==> src/rtl/pci_arb_pkg.sv <==
// Shared types and constants for the round-robin PCI bus arbiter.
// Optional priority classes are enabled with the PCI_ARB_PRIO_EN macro.
package pci_arb_pkg;

  typedef enum logic [2:0] {
    ST_IDLE,
    ST_PARK,
    ST_GRANT,
    ST_BUSY,
    ST_LAST
  } arb_state_e;

  localparam int unsigned TIMER_W = 8;

  // Index width for an agent vector; never narrower than one bit.
  function automatic int unsigned idx_w(input int unsigned n);
    return (n <= 2) ? 1 : $clog2(n);
  endfunction

endpackage

==> src/rtl/pci_rr_picker.sv <==
// Combinational round-robin picker: first set request at or after ptr,
// wrapping modulo N.
module pci_rr_picker
  import pci_arb_pkg::*;
#(
  parameter int unsigned N  = 8,
  parameter int unsigned IW = idx_w(N)
) (
  input  logic [N-1:0]  req,
  input  logic [IW-1:0] ptr,
  output logic          found,
  output logic [IW-1:0] idx
);

  localparam int unsigned SW = IW + 1;

  logic [SW-1:0] cand;

  always_comb begin
    found = 1'b0;
    idx   = '0;
    cand  = '0;
    for (int unsigned i = 0; i < N; i++) begin
      // ptr < N and i < N, so one conditional subtract gives the modulo.
      cand = SW'(ptr) + SW'(i);
      if (cand >= SW'(N)) begin
        cand = cand - SW'(N);
      end
      if (!found && req[cand[IW-1:0]]) begin
        found = 1'b1;
        idx   = cand[IW-1:0];
      end
    end
  end

endmodule

==> src/rtl/pci_rr_arbiter.sv <==
// Central PCI arbiter: round-robin grants at transaction boundaries, bus
// parking and grant timeout. Define PCI_ARB_PRIO_EN for two priority classes.
module pci_rr_arbiter
  import pci_arb_pkg::*;
#(
  parameter int unsigned N_AGENTS    = 8,
  parameter int unsigned GNT_TIMEOUT = 16,
  parameter bit          PARK_EN     = 1'b1,
  parameter int unsigned PARK_AGENT  = 0
) (
  input  logic                          clk,
  input  logic                          rst_n,
  input  logic [N_AGENTS-1:0]           REQ_N,
`ifdef PCI_ARB_PRIO_EN
  input  logic [N_AGENTS-1:0]           HI_PRIO,
`endif
  input  logic                          FRAME_N,
  input  logic                          IRDY_N,
  output logic [N_AGENTS-1:0]           GNT_N,
  output logic [idx_w(N_AGENTS)-1:0]    GNT_IDX,
  output logic                          BUS_BUSY,
  output logic                          TIMEOUT_P
);

  localparam int unsigned      IW         = idx_w(N_AGENTS);
  localparam logic [TIMER_W-1:0] TIMER_LAST = TIMER_W'(GNT_TIMEOUT - 1);
  localparam logic [IW-1:0]    PARK_IDX   = IW'(PARK_AGENT);
  localparam logic [IW-1:0]    LAST_IDX   = IW'(N_AGENTS - 1);

  arb_state_e          state_q, state_d;
  logic [N_AGENTS-1:0] gnt_n_q, gnt_n_d;
  logic [IW-1:0]       gnt_idx_q, gnt_idx_d;
  logic [TIMER_W-1:0]  timer_q, timer_d;
  logic                bus_busy_q, bus_busy_d;
  logic                timeout_p_q, timeout_p_d;

  logic [N_AGENTS-1:0] req_c;
  logic                req_any_c;
  logic                own_req_c;
  logic                bus_idle_c;
  logic                start_c;
  logic                timeout_hit_c;
  logic                win_found_c;
  logic [IW-1:0]       win_idx_c;
  logic [IW-1:0]       next_ptr_c;

  assign req_c      = ~REQ_N;
  assign req_any_c  = |req_c;
  assign own_req_c  = req_c[gnt_idx_q];
  assign bus_idle_c = FRAME_N & IRDY_N;
  assign next_ptr_c = (gnt_idx_q == LAST_IDX) ? '0 : gnt_idx_q + IW'(1);

`ifdef PCI_ARB_PRIO_EN
  logic [IW-1:0] rr_ptr_hi_q, rr_ptr_hi_d;
  logic [IW-1:0] rr_ptr_lo_q, rr_ptr_lo_d;
  logic          gnt_hi_q, gnt_hi_d;
  logic          hi_found_c, lo_found_c;
  logic [IW-1:0] hi_idx_c, lo_idx_c;
  logic [N_AGENTS-1:0] req_hi_c, req_lo_c;

  assign req_hi_c = req_c & HI_PRIO;
  assign req_lo_c = req_c & ~HI_PRIO;

  pci_rr_picker #(.N(N_AGENTS), .IW(IW)) u_pick_hi (
    .req   (req_hi_c),
    .ptr   (rr_ptr_hi_q),
    .found (hi_found_c),
    .idx   (hi_idx_c)
  );

  pci_rr_picker #(.N(N_AGENTS), .IW(IW)) u_pick_lo (
    .req   (req_lo_c),
    .ptr   (rr_ptr_lo_q),
    .found (lo_found_c),
    .idx   (lo_idx_c)
  );

  assign win_found_c = hi_found_c | lo_found_c;
  assign win_idx_c   = hi_found_c ? hi_idx_c : lo_idx_c;
`else
  logic [IW-1:0] rr_ptr_q, rr_ptr_d;

  pci_rr_picker #(.N(N_AGENTS), .IW(IW)) u_pick (
    .req   (req_c),
    .ptr   (rr_ptr_q),
    .found (win_found_c),
    .idx   (win_idx_c)
  );
`endif

  // State and registered-output flops.
  always_ff @(posedge clk) begin
    if (!rst_n) begin
      state_q     <= ST_IDLE;
      gnt_n_q     <= '1;
      gnt_idx_q   <= '0;
      timer_q     <= '0;
      bus_busy_q  <= 1'b0;
      timeout_p_q <= 1'b0;
`ifdef PCI_ARB_PRIO_EN
      rr_ptr_hi_q <= '0;
      rr_ptr_lo_q <= '0;
      gnt_hi_q    <= 1'b0;
`else
      rr_ptr_q    <= '0;
`endif
    end else begin
      state_q     <= state_d;
      gnt_n_q     <= gnt_n_d;
      gnt_idx_q   <= gnt_idx_d;
      timer_q     <= timer_d;
      bus_busy_q  <= bus_busy_d;
      timeout_p_q <= timeout_p_d;
`ifdef PCI_ARB_PRIO_EN
      rr_ptr_hi_q <= rr_ptr_hi_d;
      rr_ptr_lo_q <= rr_ptr_lo_d;
      gnt_hi_q    <= gnt_hi_d;
`else
      rr_ptr_q    <= rr_ptr_d;
`endif
    end
  end

  // Next state; FRAME_N low takes precedence over withdrawal and timeout.
  always_comb begin
    state_d       = state_q;
    start_c       = 1'b0;
    timeout_hit_c = 1'b0;
    case (state_q)
      ST_IDLE: begin
        if (win_found_c) begin
          state_d = ST_GRANT;
        end else if (PARK_EN) begin
          state_d = ST_PARK;
        end
      end
      ST_PARK: begin
        if (!FRAME_N) begin
          state_d = ST_BUSY;
        end else if (!REQ_N[PARK_AGENT]) begin
          state_d = ST_GRANT;
        end else if (req_any_c) begin
          state_d = ST_IDLE;
        end
      end
      ST_GRANT: begin
        if (!FRAME_N) begin
          state_d = ST_BUSY;
          start_c = 1'b1;
        end else if (!own_req_c) begin
          state_d = ST_IDLE;
        end else if (bus_idle_c && (timer_q == TIMER_LAST)) begin
          state_d       = ST_IDLE;
          timeout_hit_c = 1'b1;
        end
      end
      ST_BUSY: begin
        if (FRAME_N) begin
          state_d = ST_LAST;
        end
      end
      ST_LAST: begin
        if (IRDY_N) begin
          state_d = ST_IDLE;
        end
      end
      default: state_d = ST_IDLE;
    endcase
  end

  // Grant vector, grantee index, timer and pointer updates.
  always_comb begin
    gnt_n_d     = gnt_n_q;
    gnt_idx_d   = gnt_idx_q;
    timer_d     = timer_q;
    timeout_p_d = timeout_hit_c;
    bus_busy_d  = (state_d == ST_BUSY) || (state_d == ST_LAST);
`ifdef PCI_ARB_PRIO_EN
    rr_ptr_hi_d = rr_ptr_hi_q;
    rr_ptr_lo_d = rr_ptr_lo_q;
    gnt_hi_d    = gnt_hi_q;
`else
    rr_ptr_d    = rr_ptr_q;
`endif
    case (state_d)
      ST_IDLE, ST_LAST: begin
        gnt_n_d = '1;
      end
      ST_PARK: begin
        gnt_n_d   = ~(N_AGENTS'(1) << PARK_AGENT);
        gnt_idx_d = PARK_IDX;
      end
      ST_GRANT: begin
        if (state_q == ST_IDLE) begin
          gnt_n_d   = ~(N_AGENTS'(1) << win_idx_c);
          gnt_idx_d = win_idx_c;
          timer_d   = '0;
`ifdef PCI_ARB_PRIO_EN
          gnt_hi_d  = hi_found_c;
`endif
        end else if (state_q == ST_PARK) begin
          timer_d   = '0;
`ifdef PCI_ARB_PRIO_EN
          gnt_hi_d  = HI_PRIO[PARK_AGENT];
`endif
        end else if (bus_idle_c) begin
          timer_d   = timer_q + TIMER_W'(1);
        end
      end
      default: begin
      end
    endcase

    // Only the class that was served moves its pointer past the grantee.
    if (start_c || timeout_hit_c) begin
`ifdef PCI_ARB_PRIO_EN
      if (gnt_hi_q) begin
        rr_ptr_hi_d = next_ptr_c;
      end else begin
        rr_ptr_lo_d = next_ptr_c;
      end
`else
      rr_ptr_d = next_ptr_c;
`endif
    end
  end

  assign GNT_N     = gnt_n_q;
  assign GNT_IDX   = gnt_idx_q;
  assign BUS_BUSY  = bus_busy_q;
  assign TIMEOUT_P = timeout_p_q;

endmodule

==> config.mk <==
export PLATFORM = sky130hd
export DESIGN_NAME = pci_rr_arbiter
export DESIGN_NICKNAME = d
export VERILOG_FILES = /design/src/rtl/pci_arb_pkg.sv /design/src/rtl/pci_rr_picker.sv /design/src/rtl/pci_rr_arbiter.sv
export SDC_FILE = /design/constraint.sdc
export NUM_CORES = 1
export LEC_CHECK = 0
export ABC_AREA = 1
export CAP_MARGIN = 40
export CORE_MARGIN = 2
export CORE_UTILIZATION = 31
export CTS_BUF_LIST = sky130_fd_sc_hd__clkbuf_4 sky130_fd_sc_hd__clkbuf_8
export CTS_CLUSTER_SIZE = 24
export DETAILED_ROUTE_END_ITERATION = 10
export HOLD_SLACK_MARGIN = 0.05
export PLACE_DENSITY_LB_ADDON = 0.2
export SLEW_MARGIN = 5
export SYNTH_ARGS = -nofsm -noshare
export SYNTH_HDL_FRONTEND = slang
export SYNTH_SLANG_ARGS = --single-unit
export TNS_END_PERCENT = 20
==> constraint.sdc <==
create_clock -name clk -period 2.3 [get_ports clk]
set_clock_uncertainty 0.05 [all_clocks]
set_input_delay 0.23 -clock clk [delete_from_list [all_inputs] [get_ports clk]]
set_output_delay 0.23 -clock clk [all_outputs]
set_load 0.01 [all_outputs]
Yosys cells after proc, flatten, opt, wreduce, memory -nomap -nowiden:

Index checks and enable logic that the tools add are counted.

* flip-flop bits (word level): 27
* bits in latches: 0
* bits in writable memories: 0
* bits in read-only memories: 0
* input bits: 12
* output and inout port bits: 13
* word-level logic and storage cells: 149
* memories: 0

* $add $sub $neg: 17
* multipliers: 0
* divide/modulo/power cells: 0
* magnitude comparators: 17
* eq/ne operators: 11
* shifts and indexed selects: 1
* multiplexer cells: 66
* bitwise gates (word level): 3
* reductions and logical operators: 27

Operator list (count)
* 3-bit 2-to-1 mux: 26
* 3-bit by 4-bit less-than comparator with 1-bit output, second input constant: 9
* 8-bit 2-to-1 mux: 4
* 4-bit >= comparator, second input constant: 7
* 1-bit binary-select mux with 3-bit select: 9
* 8-bit one-hot mux with 3 select lines: 1
* 3-bit by 1-bit subtractor with 3-bit output, second input constant: 8
* 1-bit 2-to-1 mux: 23
* 3-bit by 3-bit adder with 4-bit output, second input constant: 4
* 8-bit inverter: 2
* 3-bit one-hot mux with 5 select lines: 1
* 3-bit by 2-bit equality test with 1-bit output, second input constant: 4
* 3-bit equality test, second input constant: 3
* 3-bit by 2-bit adder with 4-bit output, second input constant: 2
* 8-bit by 1-bit adder with 8-bit output, second input constant: 1
* 8-bit by 4-bit equality test with 1-bit output, second input constant: 1
* 1-bit logical AND: 8
* 8-bit OR reduction: 1
* 1-bit by 3-bit left shift with 8-bit output, first input constant: 1
* 1-bit zero test: 7
* 3-bit by 1-bit equality test with 1-bit output, second input constant: 2
* 3-bit zero test: 2
* 3-bit one-hot mux with 2 select lines: 1
* 2-bit AND reduction: 3
* 10 further kinds: 12

Depth between registers and ports, before layout:

Gate-level depths: netlist (run 1).

* word-level depth: 32
* depth in mapped cells: 21
* mapped depth without buffers: 21

Hierarchy:

A second synthesis (run 1) with hierarchy kept.

* cell total of the unflattened synthesis: 391
* area, all modules: 2427.3 um2

Modules (own cells, without submodules)
* pci_rr_arbiter: times used 1, cells an instance 255, area an instance 1680.4 um2, seq. area each 540.5 um2
* pci_rr_picker: times used 1, cells an instance 136, area an instance 747.0 um2, seq. area each 0.0 um2

Least setup slack after synthesis (run 1):

No wires, ideal clock.

* path type: flip-flop to flip-flop
* start point: reg rr_ptr_q[0]
* end point: reg gnt_n_q[0] (netlist: GNT_N[0])
* library setup time: 0.115 ns
* data arrival time: 2.078 ns
* data required time: 2.135 ns
* slack: 0.057 ns
* stages on the path, launching flop included: 18
* buffers on the path: 0
* period minus slack after synthesis: 2.243 ns
* path through: dfxtp_1 > inv_2 > ha_1 > inv_2 > nand3_1 > nand2_1 > nand2_1 > inv_2 > a21oi_4 > inv_2 > nor3_2 > nand3_1 > nand2_2 > nand2_4 > a21oi_1 > nand2_1 > nand2_1 > nand2_1

* word-level cells in the longest chain between the ends: 32
* elaborated cells on any way between the ends: 91
* those cells by class: 15 x add/sub; 8 x order compare; 4 x eq/ne; 1 x shift; 44 x mux; 1 x bitwise; 18 x reduce/logical

RTL lines
* start, declared: RTL line pci_rr_arbiter.sv:81 `logic [IW-1:0] rr_ptr_q, rr_ptr_d;`
* start signal, assigned: RTL line pci_rr_arbiter.sv:119 `rr_ptr_q <= rr_ptr_d;`
* branches (longest 32 deep; another with 3-bit by 1-bit adder with 4-bit output)
* end signal, assigned: RTL line pci_rr_arbiter.sv:109 `gnt_n_q <= gnt_n_d;`
* end, declared: RTL line pci_rr_arbiter.sv:31 `logic [N_AGENTS-1:0] gnt_n_q, gnt_n_d;`

Parallel ways; which one is timed is not known. The select of a mux whose other input is x is not followed.
A chain may end at the register's enable or synchronous reset.

Worst setup path in the final report (run 1):

* start point: reg rr_ptr_q[1]
* end point: reg gnt_n_q[7] (netlist: GNT_N[7])

The elaborated chain is that of the path after synthesis.

==> qor.txt, run 1 <==
result of the run -> finished clean
cell chain of the critical path -> inv_2 > ha_4 > inv_6 > nand3_2 > nand3_2 > nand2_4 > nand3_2 > nor2_4 > buf_4 > nand2_1 > nand4_1 > nand2_2 > inv_2 > nand2_1 > o21ai_1 > nand2_1
class of the most critical hold timing path -> reg -> reg
number of enable flip-flop cells after synthesis -> 0
post-synthesis net count -> 371
count of max-cap constraint violations -> 0
clk sink count -> 27
cell count after synthesis -> 354
Max FO, Critical Path -> 6
number of filler instances in the final layout -> 703
leak pwr -> 0.001416 uW
antenna viol nets, final -> 0
sort of element at the end of the critical path -> flip-flop
number of global-route vias before repair -> 2,175
Relative slew margins -> 67.98%
GRT Total Usage -> 15.32%
Tmin final -> 2.237 ns
Pwr Density -> 730.7 nW/um2
Top FF cell, synth -> dfxtp_1
area share of the largest cell type after synthesis -> 24.34%
CTS tree -> yes
worst-path cell with the longest stage delay -> dfxtp_2
remaining global-route overflow -> 0
Seq/Total Area, Yosys -> 24.34%
top-level port count -> 25
asr flop ratio synth -> 0%
count of input and output buffers -> 24
Tcrit/Tclk final -> 97.25%
Placed Cells -> 503
synthesis-to-layout area growth -> 39.27%
area taken by multi-input logic gates -> 1648 um2
worst hold margin -> 0.4259 ns
final weighted congestion in routability-driven placement -> 0.8917
kind of critical path -> reg -> reg
Unique masters post-synth -> 38
non-filler cells in the finished layout -> 513
Residual DRC -> 0
startpoint type of the worst setup path -> flip-flop
number of buffers between clock root and the deepest sink -> 2
total routed wirelength -> 6.099 mm
antenna diode count -> 0
post-synthesis instance area -> 2221 um2
flip-flop and latch count after synthesis -> 27
via density per instance -> 4.692
final layout net count -> 435
overall via count from detail_route -> 2,407
required time worst endpoint -> 2.43 ns
first-pass GRT wire length -> 9.749 mm
post-CTS clock slew at the launch and capture registers of the worst setup and hold paths -> 0.10 ns
die width -> 88.64 um
P_int -> 1243 uW
switching power summed over all nets -> 1017 uW
register share of total power -> 25.9%
number of hold-slack violations in the final timing report -> 0
first-pass detailed-route iteration total -> 4
Sw Ratio -> 45.00%
initial cell density of the core -> 32.33%
per-instance average area after synthesis -> 6.274 um2
core region area -> 6869 um2
worst-skew pair later-pin latency -> 0.27 ns
cell taking the most area after synthesis -> dfxtp_1
total half-perimeter wirelength after legalization and detailed placement -> 4.647 mm
antenna violations before repair -> 0
top post-synthesis cells by area -> dfxtp_1 (24%), nand2_1 (19%), nand3_1 (9.5%), inv_1 (5.4%), a21oi_1 (4.5%)
height of the chip -> 88.64 um
relative contribution of the clock network to total power -> 12.2%
worst path bufs/invs -> 4
Post-Route Utilization -> 45.03%
highest cell delay on the worst timing path -> 0.36 ns
Synth Warn # -> 0
CTS Root Cell -> clkbuf_8
violation count after the first detailed-routing iteration -> 128
number of pins exceeding their max-slew limit in the final report -> 0
Wirelength per Cell -> 11.89 um
number of endpoints failing setup at the final stage -> 0
actual transition at the worst max-transition pin -> 0.4797 ns
pin count of the biggest net entering global routing -> 16
maximum frequency from static timing analysis -> 447.1 MHz
number of buffers created by CTS -> 3
arrival time reported for the critical path endpoint -> 2.36 ns
largest delay contributor family on the critical path -> simple AND/OR/NAND/NOR gates
setup repair after global routing missed its margin -> yes
VDD IR-drop max -> 0.0003930 V
proportion of layout cells with a drive suffix above 1 -> 29.74%
sequential cell area -> 544.3 um2
H-tree depth -> 1
area of the die -> 7857 um2
site row count -> 30
Combinational Power Share -> 62.0%
## worst register-to-register path, stage by stage (launching register included)
cell and delay (ns):
dfxtp_2 0.36, inv_2 0.06, ha_4 0.32, inv_6 0.06
nand3_2 0.09, nand3_2 0.10, nand2_4 0.11, nand3_2 0.10
nor2_4 0.18, buf_4 0.13, nand2_1 0.04, nand4_1 0.11
nand2_2 0.11, inv_2 0.09, nand2_1 0.06, o21ai_1 0.12
nand2_1 0.05
## cells in the mapped netlist (all sizes together) (2+ instances only)
cell and number:
nor4 2, nor2 30, nand4 7, ha 5, xnor2 2, nand2 127, buf 4, o21ai 18
nor3 6, nor3b 2, a21oi 22, dfxtp 27, inv 46, nand3 48
## worst paths after layout
kind                     from        to  slack, ns  depth (start not counted)
setup / recovery  rr_ptr_q[1]  GNT_N[7]       0.06                         16
hold / removal       GNT_N[6]  GNT_N[6]       0.43                          2
setup reg to reg  rr_ptr_q[1]  GNT_N[7]       0.06                         16
hold reg to reg      GNT_N[6]  GNT_N[6]       0.43                          2
## routing by layer
layer | share of wire [%] | vias up | GRT usage (%)
li1 | - | 1278 | -
met5 | 0 | - | 0
met4 | 1.1 | 0 | 2.204
met1 | 48 | 1080 | 20.88
met3 | 3.3 | 6 | 2.146
met2 | 48 | 43 | 26.26
## metrics by stage
stage / worst slack, ns / instance area (um2) / TNS [ns] / total power [uW]
3_3_place_gp: -0.1619 / 2791 / -1.186 / 1829
6_report: 0.06324 / 3093 / 0 / 2260
4_1_cts: 0.01265 / 2860 / 0 / 2125
3_5_place_dp: -0.1103 / 2791 / -0.7136 / 1828
5_1_grt: -0.1534 / 3093 / -1.063 / 2454
2_1_floorplan: 0.05708 / 2221 / 0 / 1376
## registers in the layout, indices dropped and copies added, names as in the netlist
name,flops
GNT_N,8
GNT_IDX,3
rr_ptr_q,3
BUS_BUSY,1
timer_q,8
state_q,3
TIMEOUT_P,1
## cells in the final DEF, fill, tap and decap left out, types with 2 or more instances in the layout
| cell type | netlist | layout |
|---|---|---|
| nand2_1 | 112 | 108 |
| buf_4 | 1 | 37 |
| inv_1 | 32 | 32 |
| nand3_1 | 42 | 25 |
| dfxtp_1 | 27 | 24 |
| nor2_1 | 24 | 24 |
| clkdlybuf4s50_1 | 0 | 24 |
| nand3_2 | 6 | 22 |
| a21oi_1 | 20 | 19 |
| nand2_2 | 13 | 12 |
| inv_2 | 12 | 11 |
| nand2_4 | 2 | 7 |
| o21ai_0 | 7 | 7 |
| o21ai_1 | 7 | 7 |
| nand4_1 | 5 | 5 |
| nor3_1 | 5 | 5 |
| nor2_4 | 4 | 4 |
| o21ai_2 | 4 | 4 |
| dfxtp_2 | 0 | 3 |
| ha_1 | 5 | 3 |
| clkbuf_8 | 0 | 3 |
| buf_6 | 3 | 3 |
| inv_4 | 2 | 2 |
| nand4_4 | 1 | 2 |
| nor2_2 | 2 | 2 |
| a21oi_2 | 1 | 2 |
| nor4_1 | 2 | 2 |
| ha_4 | 0 | 2 |
## cell type report
class / count / area share (%)
clock buffers: 3 / 1.335
flip-flops and latches: 27 / 17.60
clock inverters: 1 / 0.1618
well taps: 96 / 3.883
inverters: 46 / 5.906
multi-input cells: 276 / 53.28
repair buffers: 64 / 17.84
## logic make-up (layout without fill, tap and decap cells)
family	Yosys count	in the layout	synth area share [%]
xor+xnor	3	3	2.028
flops	27	27	24.34
buf+inv	51	114	10.03
compound gates	45	45	12.11
simple gates	223	223	48.68
fa+ha+maj	5	5	2.817
## repair_timing
| action | in CTS | in global routing |
|---|---|---|
| buffers inserted | 0 | 6 |
| endpoints found under the hold margin | 0 | 0 |
| gates resized for setup | 4 | 40 |
| pin swaps | 0 | 19 |
| endpoints found under the setup margin | 10 | 12 |
| hold buffers | 0 | 0 |
| gates cloned | 0 | 0 |
## power groups by stage
stage                     Sequential, uW  Combinational (uW)  Clock, uW
after floorplan                      605                 771          0
after global placement               594                1240          0
after detailed placement             595                1230          0
after CTS                            584                1250        292
after global routing                 595                1550        311
final                                585                1400        275
No activity file was read; power rests on OpenSTA's default activity.
==> run 2: changes to the inputs <==
--- a/config.mk
+++ b/config.mk
@@ -13,7 +13,6 @@
 export CTS_CLUSTER_SIZE = 24
 export DETAILED_ROUTE_END_ITERATION = 10
 export HOLD_SLACK_MARGIN = 0.05
-export PLACE_DENSITY_LB_ADDON = 0.2
 export SLEW_MARGIN = 5
 export SYNTH_ARGS = -nofsm -noshare
 export SYNTH_HDL_FRONTEND = slang
==> run 2 against run 1 <==
Critical path depth is 2 lower. Combinational power hardly changed. Wire length decreased by 3.9%. Largest cell class unchanged.
==> qor.txt, run 2 (synthesis gave the netlist of run 1 again) <==
startpoint type of the worst setup path -> flip-flop
GRT Total Usage -> 15.89% (+0.57 points)
clk sink count -> 27 (unchanged)
largest delay contributor family on the critical path -> simple AND/OR/NAND/NOR gates
initial cell density of the core -> 32.33% (unchanged)
post-CTS clock slew at the launch and capture registers of the worst setup and hold paths -> 0.09 ns (about the same)
proportion of layout cells with a drive suffix above 1 -> 28.57% (-1.2 points)
number of buffers inserted for hold repair after clock tree synthesis -> 0 (unchanged)
Tmin final -> 2.216 ns (-0.02057 ns)
kind of critical path -> reg -> reg
cell count of the worst hold path -> 2 (unchanged)
final weighted congestion in routability-driven placement -> 0.8859 (-0.65%)
number of hold-slack violations in the final timing report -> 0 (unchanged)
core region area -> 6869 um2 (unchanged)
Relative slew margins -> 70.02% (+2.0 points)
remaining global-route overflow -> 0 (unchanged)
Pwr Total -> 2246 uW (-0.64%)
antenna diode count -> 0 (unchanged)
cell chain of the critical path -> buf_4 > ha_4 > xnor2_4 > nand3_2 > nand2_4 > nand4_4 > nor2_4 > nand2_2 > nor2_4 > nand3_2 > nand2_4 > nand2_4 > o21ai_1 > nand2_1
leak pwr -> 0.001394 uW (-1.6%)
height of the chip -> 88.64 um (unchanged)
first-pass GRT wire length -> 10.30 mm (+5.7%)
site row count -> 30 (unchanged)
actual transition at the worst max-transition pin -> 0.4492 ns (-0.03055 ns)
CTS tree -> yes
worst reg2reg path depth -> 14 (-2)
setup repair after global routing missed its margin -> yes
final layout net count -> 431 (-0.92%)
Worst Hold Launch -> GNT_N[4]
number of global-route vias before repair -> 2,421 (+11%)
violation count after the first detailed-routing iteration -> 114 (-11%)
Most common cell on crit path -> nand2_4
overall via count from detail_route -> 2,430 (+0.96%)
pin count of the biggest net entering global routing -> 15 (-1)
endpoint with the worst hold slack -> GNT_N[4]
Residual DRC -> 0 (unchanged)
VDD IR-drop max -> 0.0004003 V (+1.9%)
sort of element at the end of the critical path -> flip-flop
required time worst endpoint -> 2.41 ns (-0.02 ns)
die width -> 88.64 um (unchanged)
total routed wirelength -> 5.862 mm (-3.9%)
highest cell delay on the worst timing path -> 0.36 ns (about the same)
worst flop-to-flop path startpoint -> rr_ptr_q[1]
most common cell after layout, fill and taps aside -> nand2_1
Max FO, Critical Path -> 4 (-2)
total half-perimeter wirelength after legalization and detailed placement -> 4.683 mm (+0.76%)
antenna violations before repair -> 0 (unchanged)
top-level port count -> 25 (unchanged)
Post-Route Utilization -> 44.64% (-0.38 points)
synthesis-to-layout area growth -> 38.08%
most frequent cells in the layout -> nand2_1 (105), buf_4 (35), inv_1 (32)
number of endpoints failing setup at the final stage -> 0 (unchanged)
count of max-cap constraint violations -> 0 (unchanged)
worst path bufs/invs -> 1 (-3)
setup total negative slack -> 0 ns (unchanged)
maximum frequency from static timing analysis -> 451.2 MHz (+0.93%)
Pwr Density -> 732.2 nW/um2 (+0.21%)
Register-to-Register Setup Slack -> 0.08 ns (+0.02 ns)
arrival time reported for the critical path endpoint -> 2.33 ns (-0.03 ns)
critical register-to-register path endpoint -> GNT_N[7]
H-tree depth -> 1 (unchanged)
area of the die -> 7857 um2 (unchanged)
via density per instance -> 4.774 (+1.7%)
number of buffers created by CTS -> 3 (unchanged)
CTS Root Cell -> clkbuf_8
count of input and output buffers -> 24 (unchanged)
worst-skew pair later-pin latency -> 0.27 ns (about the same)
Tcrit/Tclk final -> 96.36% (-0.89 points)
number of pins exceeding their max-slew limit in the final report -> 0 (unchanged)
number of buffers between clock root and the deepest sink -> 2 (unchanged)
worst hold margin -> 0.4275 ns (+0.001532 ns)
first-pass detailed-route iteration total -> 4 (unchanged)
result of the run -> finished clean
Wirelength per Cell -> 11.52 um (-3.1%)
class of the most critical hold timing path -> reg -> reg
antenna viol nets, final -> 0 (unchanged)
worst-path cell with the longest stage delay -> dfxtp_4
run 2: changes by cell type in the layout (fill, tap and decap cells not counted), moves of 2 or more:
cell and delta:
nand2_4 +2, nand3_1 +5, o21ai_1 -2, buf_6 -2
buf_4 -2, dfxtp_2 -2, nand3_2 -6, nand2_1 -3
run 2: where the power goes:
group / internal, uW / switching (uW) / total [uW] / leakage (uW)
sequential: 529 / 48.3 / 578 / 0.000222
clock: 136 / 140 / 276 / 0.0000262
combinational: 576 / 816 / 1390 / 0.00115
total: 1240 / 1000 / 2250 / 0.00139
run 2: area by class of cell:
| cell class | count | area (um2) |
|---|---|---|
| clock buffers | 4 | 48.80 |
| flip-flops and latches | 27 | 545.5 |
| inverters | 46 | 182.7 |
| multi-input cells | 276 | 1655 |
| fillers | 698 | 3802 |
| repair buffers | 60 | 514.2 |
| well taps | 96 | 120.1 |
run 2: worst register-to-register path, stage by stage (launching register included):
cell	delay, ns
dfxtp_4	0.36
buf_4	0.14
ha_4	0.19
xnor2_4	0.19
nand3_2	0.12
nand2_4	0.11
nand4_4	0.15
nor2_4	0.16
nand2_2	0.08
nor2_4	0.10
nand3_2	0.09
nand2_4	0.11
nand2_4	0.07
o21ai_1	0.14
nand2_1	0.06
run 2: stage by stage:
stage	instance area (um2)	std cells	worst slack, ns
finish	3067	509	0.08382
global route	3067	509	-0.08075
CTS	2863	507	0.006907
detailed placement	2791	503	-0.09129
global placement	2791	503	-0.1000
floorplan	2221	354	0.05708
run 2: worst max path at each step:
stage	from	to	slack, ns	depth (start not counted)
2_1_floorplan	rr_ptr_q[0]	GNT_N[0]	0.06	17
3_3_place_gp	REQ_N[0]	GNT_N[5]	-0.10	16
3_5_place_dp	REQ_N[1]	GNT_N[7]	-0.09	14
4_1_cts	rr_ptr_q[1]	GNT_N[5]	0.007	17
5_1_grt	rr_ptr_q[1]	GNT_N[1]	-0.08	16
6_report	rr_ptr_q[1]	GNT_N[7]	0.08	14
run 2: timing repair:
action / CTS / global route
setup buffers: 0 / 2
setup endpoints to repair: 7 / 14
pin swaps: 0 / 17
resized for setup: 3 / 41
run 2: metal layers:
metal | GRT usage (%) | vias to the layer above | share of wire (%)
li1 | - | 1265 | -
met1 | 19.56 | 1125 | 44
met2 | 28.77 | 32 | 52
met3 | 1.586 | 8 | 2.5
met4 | 5.234 | 0 | 1.9
met5 | 0 | - | 0
==> run 3: changes to the inputs <==
--- a/config.mk
+++ b/config.mk
@@ -10,6 +10,7 @@
 export CORE_MARGIN = 2
 export CORE_UTILIZATION = 31
 export CTS_BUF_LIST = sky130_fd_sc_hd__clkbuf_4 sky130_fd_sc_hd__clkbuf_8
+export CTS_CLUSTER_DIAMETER = 150
 export CTS_CLUSTER_SIZE = 24
 export DETAILED_ROUTE_END_ITERATION = 10
 export HOLD_SLACK_MARGIN = 0.05
@@ -17,4 +18,3 @@
 export SYNTH_ARGS = -nofsm -noshare
 export SYNTH_HDL_FRONTEND = slang
 export SYNTH_SLANG_ARGS = --single-unit
-export TNS_END_PERCENT = 20
==> constraint.sdc (replaced) <==
create_clock -name clk -period 1.9 [get_ports clk]
set_clock_uncertainty 0.05 [all_clocks]
set_input_delay 0.19 -clock clk [delete_from_list [all_inputs] [get_ports clk]]
set_output_delay 0.19 -clock clk [all_outputs]
set_load 0.01 [all_outputs]
==> run 3 against run 2 <==
The flow now finishes with violations (negative setup slack). Critical path depth rose by 1. Highest routed layer unchanged. Fmax rose by 0.65%. Non-clock buffer count rose by 34. Sequential power rose by 23%. Flip-flop and latch count did not move.
==> qor.txt, run 3 (synthesis gave the netlist of run 1 again) <==
number of hold-slack violations in the final timing report -> 0 (unchanged)
core region area -> 6869 um2 (unchanged)
Wirelength per Cell -> 11.76 um (+2.1%)
highest cell delay on the worst timing path -> 0.37 ns (about the same)
Relative slew margins -> 67.30% (-2.7 points)
total half-perimeter wirelength after legalization and detailed placement -> 4.892 mm (+4.5%)
met2 wire length -> 3.472 mm (+15%)
class of the most critical hold timing path -> reg -> reg
kind of critical path -> reg -> reg
post-CTS clock slew at the launch and capture registers of the worst setup and hold paths -> 0.10 ns (about the same)
required time worst endpoint -> 2.04 ns (-0.37 ns)
switching power summed over all nets -> 1307 uW (+30%)
post-route design area -> 3448 um2 (+12%)
first-pass GRT wire length -> 10.38 mm (+0.81%)
Max Used Layer -> met4
die width -> 88.64 um (unchanged)
Tmin final -> 2.202 ns (-0.01427 ns)
count of max-cap constraint violations -> 0 (unchanged)
pin count of the biggest net entering global routing -> 17 (+2)
arrival time reported for the critical path endpoint -> 2.34 ns (about the same)
site row count -> 30 (unchanged)
remaining global-route overflow -> 0 (unchanged)
violations in the final reports -> negative setup slack
number of endpoints failing setup at the final stage -> 11 (+11)
CTS tree -> yes
actual transition at the worst max-transition pin -> 0.4900 ns (+0.04086 ns)
first-pass detailed-route iteration total -> 4 (unchanged)
CTS Root Cell -> clkbuf_8
cell count of the worst hold path -> 2 (unchanged)
proportion of layout cells with a drive suffix above 1 -> 39.51% (+11 points)
cell chain of the critical path -> inv_2 > ha_4 > inv_6 > nand3_2 > nand3_2 > nand2_4 > nand4_4 > nor3_4 > nand3_2 > nand2_2 > nand2_4 > nor2_4 > nand3_1 > nand2_1 > nand2_1
height of the chip -> 88.64 um (unchanged)
violation count after the first detailed-routing iteration -> 121 (+6.1%)
worst flop-to-flop path startpoint -> rr_ptr_q[1]
Pwr Density -> 845.3 nW/um2 (+15%)
area of placed instances -> 3058 um2 (+9.5%)
Max FO, Critical Path -> 6 (+2)
H-tree depth -> 1 (unchanged)
Worst Hold Launch -> GNT_N[5]
Tcrit/Tclk final -> 115.9% (+20 points)
area of the die -> 7857 um2 (unchanged)
number of pins exceeding their max-slew limit in the final report -> 0 (unchanged)
fin worst setup slack -> -0.3019 ns (-0.3857 ns)
maximum frequency from static timing analysis -> 454.2 MHz (+0.65%)
top-level port count -> 25 (unchanged)
critical register-to-register path endpoint -> GNT_N[2]
Register-to-Register Setup Slack -> -0.30 ns (-0.39 ns)
result of the run -> finished, violations left
leak pwr -> 0.001622 uW (+16%)
count of input and output buffers -> 24 (unchanged)
final weighted congestion in routability-driven placement -> 0.9031 (+1.9%)
register share of total power -> 24.4% (-1.3 points)
worst path bufs/invs -> 2 (+1)
final layout net count -> 466 (+8.1%)
Sw Ratio -> 44.83% (+0.097 points)
Most common cell on crit path -> nand3_2
Post-Route M1 WL -> 2.770 mm (+7.2%)
number of buffers created by CTS -> 3 (unchanged)
sort of element at the end of the critical path -> flip-flop
number of global-route vias before repair -> 2,484 (+2.6%)
antenna viol nets, final -> 0 (unchanged)
GRT Total Usage -> 16.36% (+0.47 points)
VDD IR-drop max -> 0.0004673 V (+17%)
setup repair after global routing missed its margin -> yes
startpoint type of the worst setup path -> flip-flop
relative contribution of the clock network to total power -> 12.0% (-0.3 points)
via density per instance -> 4.757 (-0.35%)
met3 wire len -> 90 um (-38%)
synthesis-to-layout area growth -> 55.27%
most frequent cells in the layout -> nand2_1 (105), buf_4 (70), inv_1 (29)
endpoint with the worst hold slack -> GNT_N[5]
antenna diode count -> 0 (unchanged)
worst-path cell with the longest stage delay -> dfxtp_2
largest delay contributor family on the critical path -> simple AND/OR/NAND/NOR gates
initial cell density of the core -> 32.33% (unchanged)
overall via count from detail_route -> 2,588 (+6.5%)
clk sink count -> 27 (unchanged)
worst-skew pair later-pin latency -> 0.28 ns (about the same)
number of buffers between clock root and the deepest sink -> 2 (unchanged)
worst slack, placed -> -0.4676 ns (-0.3763 ns)
Combinational Power Share -> 63.6% (+1.6 points)
antenna violations before repair -> 0 (unchanged)
Residual DRC -> 0 (unchanged)
worst reg2reg path depth -> 15 (+1)
total routed wirelength -> 6.398 mm (+9.1%)
most common cell after layout, fill and taps aside -> nand2_1
P_int -> 1608 uW (+30%)
number of filler instances in the final layout -> 652 (-6.6%)
## run 3: timing repair
action | in CTS | in global routing
buffers inserted | 2 | 8
resized for setup | 19 | 49
hold buffers | 0 | 0
pin swaps | 7 | 8
gates cloned | 0 | 1
setup endpoints to repair | 21 | 22
hold endpoints to repair | 0 | 0
## run 3: final cells by class
cell class / count / area (um2) / share of cell area [%]
Clock inverter: 1 / 7.507 / 0.2177
Timing Repair Buffer: 94 / 778.2 / 22.57
Sequential cell: 27 / 553.0 / 16.04
Multi-Input combinational cell: 277 / 1758 / 50.98
Tap cell: 96 / 120.1 / 3.483
Clock buffer: 3 / 41.29 / 1.197
Inverter: 46 / 190.2 / 5.515
## run 3: power groups by stage
stage | Combinational (uW) | Clock (uW) | Sequential, uW
6_report | 1850 | 350 | 710
5_1_grt | 2050 | 380 | 719
4_1_cts | 1710 | 362 | 702
3_5_place_dp | 1610 | 0 | 716
3_3_place_gp | 1600 | 0 | 714
2_1_floorplan | 966 | 0 | 736
## run 3: worst min-delay path: cells and delay by family (launching register included)
| family | cells | cell delay, ns |
|---|---|---|
| compound gates | 1 | 0.06 |
| simple gates | 1 | 0.05 |
| flops | 1 | 0.34 |
## run 3: stage by stage
stage	util [%]	hold slack, ns	std cells	total power, uW	setup TNS, ns
4_1_cts	46.61	0.4298	536	2776	-2.768
3_3_place_gp	44.52	0.4061	530	2316	-7.084
2_1_floorplan	-	0.2376	354	1702	-0.9847
5_1_grt	50.20	0.4602	544	3150	-4.616
3_5_place_dp	44.52	0.4026	530	2330	-7.585
6_report	50.20	0.4247	544	2915	-3.103
## run 3: metal layers
metal | up-vias | GRT usage (%)
met5 | - | 0
met4 | 0 | 5.234
met3 | 6 | 1.399
met2 | 23 | 30.87
met1 | 1219 | 19.29
li1 | 1340 | -
## run 3: how the worst max path moves through the flow
stage | end | startpoint | cells past startpoint | slack (ns)
after floorplan | GNT_N[5] | rr_ptr_q[0] | 17 | -0.14
after global routing | GNT_N[1] | rr_ptr_q[0] | 15 | -0.44
after global placement | GNT_N[5] | REQ_N[0] | 14 | -0.45
after CTS | GNT_N[5] | rr_ptr_q[1] | 17 | -0.28
final | GNT_N[2] | rr_ptr_q[1] | 15 | -0.30
after detailed placement | GNT_N[5] | REQ_N[0] | 14 | -0.47
